`src/rtl/ifm_buf_pkg.sv`:
```
// Shared opcodes, byte-lane offsets and row-operation encoding for the 3x3 IFM window buffer.
package ifm_pkg;

  localparam logic [2:0] IFM_ALL   = 3'b000;
  localparam logic [2:0] IFM_RIGHT = 3'b001;
  localparam logic [2:0] IFM_DOWN  = 3'b010;
  localparam logic [2:0] IFM_LEFT  = 3'b100;
  localparam logic [2:0] IFM_KEEP  = 3'b111;

  // Column 0 sits in the most significant pixel lane of the packed word.
  localparam int COL0_LSB = 16;
  localparam int COL1_LSB = 8;
  localparam int COL2_LSB = 0;

  typedef enum logic [1:0] {
    ROW_HOLD = 2'b00,
    ROW_LOAD = 2'b01,
    ROW_SHL  = 2'b10,
    ROW_SHR  = 2'b11
  } row_op_e;

  function automatic int col_lsb(input int col, input int pix_w);
    return (2 - col) * pix_w;
  endfunction

endpackage

```
`src/rtl/ifm_buf_if.sv`:
```
// Window-buffer bus: opcode, three packed row words in, nine window pixels out.
interface ifm_buf_if #(
  parameter int input_width  = 32,
  parameter int output_width = 8
);

  logic        [2:0]              ifm_read;
  logic        [input_width-1:0]  ifm_input0;
  logic        [input_width-1:0]  ifm_input1;
  logic        [input_width-1:0]  ifm_input2;
  logic signed [output_width-1:0] ifm_output0;
  logic signed [output_width-1:0] ifm_output1;
  logic signed [output_width-1:0] ifm_output2;
  logic signed [output_width-1:0] ifm_output3;
  logic signed [output_width-1:0] ifm_output4;
  logic signed [output_width-1:0] ifm_output5;
  logic signed [output_width-1:0] ifm_output6;
  logic signed [output_width-1:0] ifm_output7;
  logic signed [output_width-1:0] ifm_output8;

  modport master (
    output ifm_read, ifm_input0, ifm_input1, ifm_input2,
    input  ifm_output0, ifm_output1, ifm_output2, ifm_output3, ifm_output4,
           ifm_output5, ifm_output6, ifm_output7, ifm_output8
  );

  modport slave (
    input  ifm_read, ifm_input0, ifm_input1, ifm_input2,
    output ifm_output0, ifm_output1, ifm_output2, ifm_output3, ifm_output4,
           ifm_output5, ifm_output6, ifm_output7, ifm_output8
  );

endinterface

```
`src/rtl/ifm_buf_row.sv`:
```
// One 3-pixel window row: parallel load, shift toward column 0, shift toward column 2, hold.
// Registered outputs, one clock from op_i to row_o.
module ifm_buf_row
  import ifm_pkg::*;
#(
  parameter int pix_w = 8
) (
  input  logic               clk,
  input  logic               rst_n,
  input  row_op_e            op_i,
  input  logic [3*pix_w-1:0] load_i,
  input  logic [pix_w-1:0]   in_right_i,
  input  logic [pix_w-1:0]   in_left_i,
  output logic [3*pix_w-1:0] row_o
);

  logic [pix_w-1:0] pix_q [3];
  logic [pix_w-1:0] pix_d [3];

  always_comb begin
    for (int c = 0; c < 3; c++) begin
      pix_d[c] = pix_q[c];
    end
    unique case (op_i)
      ROW_LOAD: begin
        for (int c = 0; c < 3; c++) begin
          pix_d[c] = load_i[col_lsb(c, pix_w) +: pix_w];
        end
      end
      ROW_SHL: begin
        pix_d[0] = pix_q[1];
        pix_d[1] = pix_q[2];
        pix_d[2] = in_right_i;
      end
      ROW_SHR: begin
        pix_d[2] = pix_q[1];
        pix_d[1] = pix_q[0];
        pix_d[0] = in_left_i;
      end
      default: ;
    endcase
  end

  always_ff @(posedge clk or negedge rst_n) begin
    if (!rst_n) begin
      for (int c = 0; c < 3; c++) begin
        pix_q[c] <= '0;
      end
    end else begin
      for (int c = 0; c < 3; c++) begin
        pix_q[c] <= pix_d[c];
      end
    end
  end

  assign row_o = {pix_q[0], pix_q[1], pix_q[2]};

endmodule

```
`src/rtl/ifm_buf.sv`:
```
// 3x3 IFM window register feeding the PE array; full load or one-pixel slide right/down/left.
// Outputs come straight from registers, one clock after the opcode is sampled.
module ifm_buf
  import ifm_pkg::*;
#(
  parameter int input_width  = 32,
  parameter int output_width = 8
) (
  input logic      clk,
  input logic      rst_n,
  ifm_buf_if.slave bus
);

  localparam int OW = output_width;
  localparam int RW = 3 * output_width;

  logic [RW-1:0] lane [3];
  logic [RW-1:0] row_q [3];
  logic [RW-1:0] load_src [3];
  row_op_e       row_op;
  logic          sel_down;
  logic          unused_hi;

  assign lane[0] = bus.ifm_input0[RW-1:0];
  assign lane[1] = bus.ifm_input1[RW-1:0];
  assign lane[2] = bus.ifm_input2[RW-1:0];

  assign unused_hi = ^{bus.ifm_input0[input_width-1:RW],
                       bus.ifm_input1[input_width-1:RW],
                       bus.ifm_input2[input_width-1:RW]};

  // Undefined and unknown opcodes fall through to hold.
  always_comb begin
    row_op   = ROW_HOLD;
    sel_down = 1'b0;
    case (bus.ifm_read)
      IFM_ALL:   row_op = ROW_LOAD;
      IFM_RIGHT: row_op = ROW_SHL;
      IFM_LEFT:  row_op = ROW_SHR;
      IFM_DOWN: begin
        row_op   = ROW_LOAD;
        sel_down = 1'b1;
      end
      default:   row_op = ROW_HOLD;
    endcase
  end

  // A down slide reloads each row from the one beneath; the bottom row takes ifm_input2.
  always_comb begin
    load_src[0] = sel_down ? row_q[1] : lane[0];
    load_src[1] = sel_down ? row_q[2] : lane[1];
    load_src[2] = lane[2];
  end

  for (genvar r = 0; r < 3; r++) begin : g_row
    ifm_buf_row #(
      .pix_w (OW)
    ) u_row (
      .clk        (clk),
      .rst_n      (rst_n),
      .op_i       (row_op),
      .load_i     (load_src[r]),
      .in_right_i (lane[r][col_lsb(2, OW) +: OW]),
      .in_left_i  (lane[r][col_lsb(0, OW) +: OW]),
      .row_o      (row_q[r])
    );
  end

  assign bus.ifm_output0 = row_q[0][col_lsb(0, OW) +: OW];
  assign bus.ifm_output1 = row_q[0][col_lsb(1, OW) +: OW];
  assign bus.ifm_output2 = row_q[0][col_lsb(2, OW) +: OW];
  assign bus.ifm_output3 = row_q[1][col_lsb(0, OW) +: OW];
  assign bus.ifm_output4 = row_q[1][col_lsb(1, OW) +: OW];
  assign bus.ifm_output5 = row_q[1][col_lsb(2, OW) +: OW];
  assign bus.ifm_output6 = row_q[2][col_lsb(0, OW) +: OW];
  assign bus.ifm_output7 = row_q[2][col_lsb(1, OW) +: OW];
  assign bus.ifm_output8 = row_q[2][col_lsb(2, OW) +: OW];

endmodule

```
`src/flat_wrapper.sv`:
```
// flat-port wrapper written by rule: the top's interface ports become plain ports
module ifm_buf_flat import ifm_pkg::*;
#(
  parameter int input_width  = 32,
  parameter int output_width = 8
)
  (clk, rst_n, bus_ifm_read, bus_ifm_input0, bus_ifm_input1, bus_ifm_input2, bus_ifm_output0, bus_ifm_output1, bus_ifm_output2, bus_ifm_output3, bus_ifm_output4, bus_ifm_output5, bus_ifm_output6, bus_ifm_output7, bus_ifm_output8);
  ifm_buf_if #(.input_width(input_width), .output_width(output_width)) bus_i ();
  input logic clk;
  input logic rst_n;
  input wire logic [$bits(bus_i.ifm_read)-1:0] bus_ifm_read;
  input wire logic [$bits(bus_i.ifm_input0)-1:0] bus_ifm_input0;
  input wire logic [$bits(bus_i.ifm_input1)-1:0] bus_ifm_input1;
  input wire logic [$bits(bus_i.ifm_input2)-1:0] bus_ifm_input2;
  output wire logic [$bits(bus_i.ifm_output0)-1:0] bus_ifm_output0;
  output wire logic [$bits(bus_i.ifm_output1)-1:0] bus_ifm_output1;
  output wire logic [$bits(bus_i.ifm_output2)-1:0] bus_ifm_output2;
  output wire logic [$bits(bus_i.ifm_output3)-1:0] bus_ifm_output3;
  output wire logic [$bits(bus_i.ifm_output4)-1:0] bus_ifm_output4;
  output wire logic [$bits(bus_i.ifm_output5)-1:0] bus_ifm_output5;
  output wire logic [$bits(bus_i.ifm_output6)-1:0] bus_ifm_output6;
  output wire logic [$bits(bus_i.ifm_output7)-1:0] bus_ifm_output7;
  output wire logic [$bits(bus_i.ifm_output8)-1:0] bus_ifm_output8;
  assign bus_i.ifm_read = bus_ifm_read;
  assign bus_i.ifm_input0 = bus_ifm_input0;
  assign bus_i.ifm_input1 = bus_ifm_input1;
  assign bus_i.ifm_input2 = bus_ifm_input2;
  assign bus_ifm_output0 = bus_i.ifm_output0;
  assign bus_ifm_output1 = bus_i.ifm_output1;
  assign bus_ifm_output2 = bus_i.ifm_output2;
  assign bus_ifm_output3 = bus_i.ifm_output3;
  assign bus_ifm_output4 = bus_i.ifm_output4;
  assign bus_ifm_output5 = bus_i.ifm_output5;
  assign bus_ifm_output6 = bus_i.ifm_output6;
  assign bus_ifm_output7 = bus_i.ifm_output7;
  assign bus_ifm_output8 = bus_i.ifm_output8;
  ifm_buf #(.input_width(input_width), .output_width(output_width)) u_core (.clk(clk), .rst_n(rst_n), .bus(bus_i));
endmodule
```
`config.mk`:
```
export PLATFORM = sky130hd
export DESIGN_NAME = ifm_buf_flat
export DESIGN_NICKNAME = d
export VERILOG_FILES = /design/src/rtl/ifm_buf_pkg.sv /design/src/rtl/ifm_buf_if.sv /design/src/rtl/ifm_buf_row.sv /design/src/rtl/ifm_buf.sv /design/src/flat_wrapper.sv
export SDC_FILE = /design/constraint.sdc
export NUM_CORES = 1
export LEC_CHECK = 0
export CELL_PAD_IN_SITES_DETAIL_PLACEMENT = 1
export CELL_PAD_IN_SITES_GLOBAL_PLACEMENT = 2
export CORE_MARGIN = 2
export CORE_UTILIZATION = 32
export CTS_CLUSTER_DIAMETER = 100
export DETAILED_ROUTE_END_ITERATION = 8
export HOLD_SLACK_MARGIN = 0.15
export PLACE_DENSITY = 0.83
export SYNTH_ARGS = -nofsm -noshare
export SYNTH_HDL_FRONTEND = slang
export SYNTH_HIERARCHICAL = 1
export SYNTH_SLANG_ARGS = --single-unit
```
`constraint.sdc`:
```
create_clock -name clk -period 2.3 [get_ports clk]
set_input_delay 0.46 -clock clk [delete_from_list [all_inputs] [get_ports clk]]
set_output_delay 0.46 -clock clk [all_outputs]
set_load 0.02 [all_outputs]
```
==> impl_metrics.py <==
metrics = {
    "cts": {
        "path_clk_slew_ps": 60,
        "hold_buffers": 1,
        "cts_num_sinks": 72,
        "clockRootBuffer": "clkbuf_16",
        "cts_buffer_depth": 2,
        "clk_latency_ps": 330,
        "tritoncts": "built",
        "h-tree-depth": 3,
        "cts_buffers": 9,
        "post_cts_resized": 0,
        "cts_setup_buffers": 0,
    },
    "finish": {
        "area_growth_pct": 47.0,
        "nNetsFinal": 477,
        "fillers": 1274,
        "multi_input_area_um2": 2250,
        "largest_reg_flops": 72,
        "drive_above_1_share_pct": 34.4,
        "diodes": 0,
        "register_area_um2": 1800,
    },
    "synthesis": {
        "yosysTopAreaCell": "dfrtp_1",
        "syn_nets": 320,
        "avgSynthCellArea_um2": 19.6,
        "synth_ff_type": "dfrtp_1",
        "yosysTopAreaCellShare_pct": 42.0,
        "synthTopCellsByArea": "dfrtp_1 42%, mux4_2 33%, mux2_2 7.3%, mux4_1 5.5%, mux2_1 5.2%",
        "ys_ff_latch": 72,
        "synthArstFlopShare_pct": 100,
        "syn_area_um2": 4290,
        "synth_seq_area_share_pct": 42.0,
        "yosys-top-cells-count": "72 x dfrtp_1, 63 x mux4_2, 28 x mux2_2, 20 x mux2_1, 15 x buf_6",
        "synth_edf_count": 0,
        "synth.distinct_cells": 12,
        "synth_cells": 219,
        "yosys_warnings": 6,
        "synth_most_common_cell": "dfrtp_1",
    },
    "power_and_ir_drop": {
        "peakVddDrop_uv": 302,
        "p_leak_nw": 2.35,
        "switching_share_pct": 33.2,
        "p_clk_share_pct": 23.7,
        "power_density_nw_per_um2": 854,
        "p_switching_mw": 1.79,
        "p_comb_share_pct": 38.9,
        "seq_power_share_pct": 37.4,
        "power.internal_mw": 3.60,
    },
    "timing": {
        "fin_skew_ps": 5.40,
        "hold_ws_ps": 611,
        "fmax_ghz": 0.467,
        "setup_viol": 0,
        "hold_viol": 0,
        "tightest_slew_ps": 461,
        "slew_headroom_pct": 69.3,
        "rsz0062_at_grt": "false",
        "fin_crit_sh_pct": 93.1,
        "slew_violations": 0,
        "fin_crit_ps": 2140,
        "final.setup.tns_ps": 0,
    },
    "die": {
        "die_y_um": 120,
        "start_util_pct": 32.6,
        "fp.dieW_um": 120,
        "io_pins": 173,
        "die_area_um2": 14400,
        "core_area_um2": 13200,
        "rows": 42,
    },
    "worst_hold_path": {
        "hold_path_class": "flop to flop",
        "min_path_cells": 1,
        "hp-start": "u_core/g_row[0].u_row/row_o[23]",
        "whs_endpoint": "u_core/g_row[0].u_row/row_o[15]",
    },
    "global_routing": {
        "overflow": 0,
        "antenna_found_initial": 0,
        "grt_first_pass_wirelength_mm": 18.5,
        "grt_pass1_vias": 3149,
        "grt.total_usage_pct": 17.1,
        "grt_max_degree": 40,
    },
    "routing": {
        "wl_per_cell_um": 21.0,
        "num_vias": 2850,
        "vias_per_cell": 5.12,
        "finalWirelength_mm": 11.7,
        "drt_iter0_markers": 189,
        "first_pass_iters": 4,
        "final_antenna_net_count": 0,
        "drc_errors": 0,
    },
    "worst_setup_path": {
        "required_ps": 2490,
        "cp-end-kind": "flop",
        "critical_path_class": "input port to flop",
        "r2r_end": "u_core/g_row[1].u_row/row_o[20]",
        "reg2reg_depth": 2,
        "r2r-start": "u_core/g_row[2].u_row/row_o[20]",
        "start_kind": "input port",
        "crit_fanout": 24,
        "arrival_ps": 2330,
        "regToRegSetupSlack_ps": 950,
    },
    "placed_design": {
        "gp_congestion": 0.794,
        "dp_hpwl_mm": 9.07,
        "port_buffers": 148,
    },
    "flow_run": {
        "max_cap_viol_count": 0,
    },
    "outcome": {
        "status": "complete, no violations",
    },
}
-- cell type report --
| class | count | area share (%) |
|---|---|---|
| flip-flops and latches | 72 | 28.5 |
| multi-input cells | 124 | 35.7 |
| clock buffers | 10 | 3.79 |
| repair buffers | 169 | 28.0 |
| well taps | 176 | 3.49 |
| clock inverters | 6 | 0.555 |
-- logic make-up (layout without fill, tap and decap cells) --
| logic type | after synthesis | in the layout | synth area share, % |
|---|---|---|---|
| mux | 120 | 120 | 51.1 |
| flops | 72 | 72 | 42.0 |
| buf+inv | 23 | 185 | 6.21 |
| simple gates | 2 | 2 | 0.379 |
| compound gates | 1 | 1 | 0.116 |
| xor+xnor | 1 | 1 | 0.204 |
-- layout by cell type (no fill, tap or decap), drive strengths merged --
cell	netlist	layout
clkdlybuf4s50	0	147
dfrtp	72	72
mux4	72	72
mux2	48	48
buf	23	21
clkbuf	0	10
clkinv	0	4
clkinvlp	0	2
dlygate4sd3	0	1
a21oi	1	1
xnor2	1	1
nor2	1	1
nor3b	1	1
-- power by group through the flow --
stage	Combinational (mW)	Sequential (mW)	Clock (mW)
after global routing	2.20	2.09	1.36
after detailed placement	2.12	2.03	0
after global placement	2.08	2.00	0
after CTS	2.13	2.02	1.31
after floorplan	0.728	2.28	0
final	2.10	2.02	1.28
-- how the worst max path moves through the flow --
stage	start	depth (start not counted)	slack [ps]	end
after floorplan	bus_ifm_read[0]	5	380	u_core/g_row[1].u_row/row_o[19]
after global placement	bus_ifm_read[0]	5	-130	u_core/g_row[0].u_row/row_o[19]
after detailed placement	bus_ifm_read[0]	5	-170	u_core/g_row[1].u_row/row_o[2]
after CTS	bus_ifm_read[0]	5	170	u_core/g_row[1].u_row/row_o[9]
after global routing	bus_ifm_read[0]	5	100	u_core/g_row[1].u_row/row_o[19]
final	bus_ifm_read[0]	5	160	u_core/g_row[1].u_row/row_o[9]
-- metrics by stage --
stage	power, mW	setup slack, ps	instance area, um^2	util, %	cells
global route	5.64	99.5	6310	47.8	557
detailed placement	4.15	-166	6030	45.7	540
finish	5.39	159	6310	47.8	557
floorplan	3.01	383	4290	-	219
CTS	5.45	167	6310	47.8	557
global placement	4.07	-134	6030	45.7	540
-- worst max-delay path, cell delays in order --
cell and delay, ps:
clkdlybuf4s50_1 460, nor3b_4 340, buf_12 230, mux2_1 350, mux4_2 470
-- per-layer routing --
metal | vias to the layer above | wire length (um) | GRT usage (%)
met3 | 14 | 441 | 2.33
met1 | 1502 | 5350 | 24.8
met4 | 0 | 235 | 6.54
met5 | - | 0 | 0
li1 | 1248 | - | -
met2 | 86 | 5650 | 26.3
No activity file was read; power rests on OpenSTA's default activity.
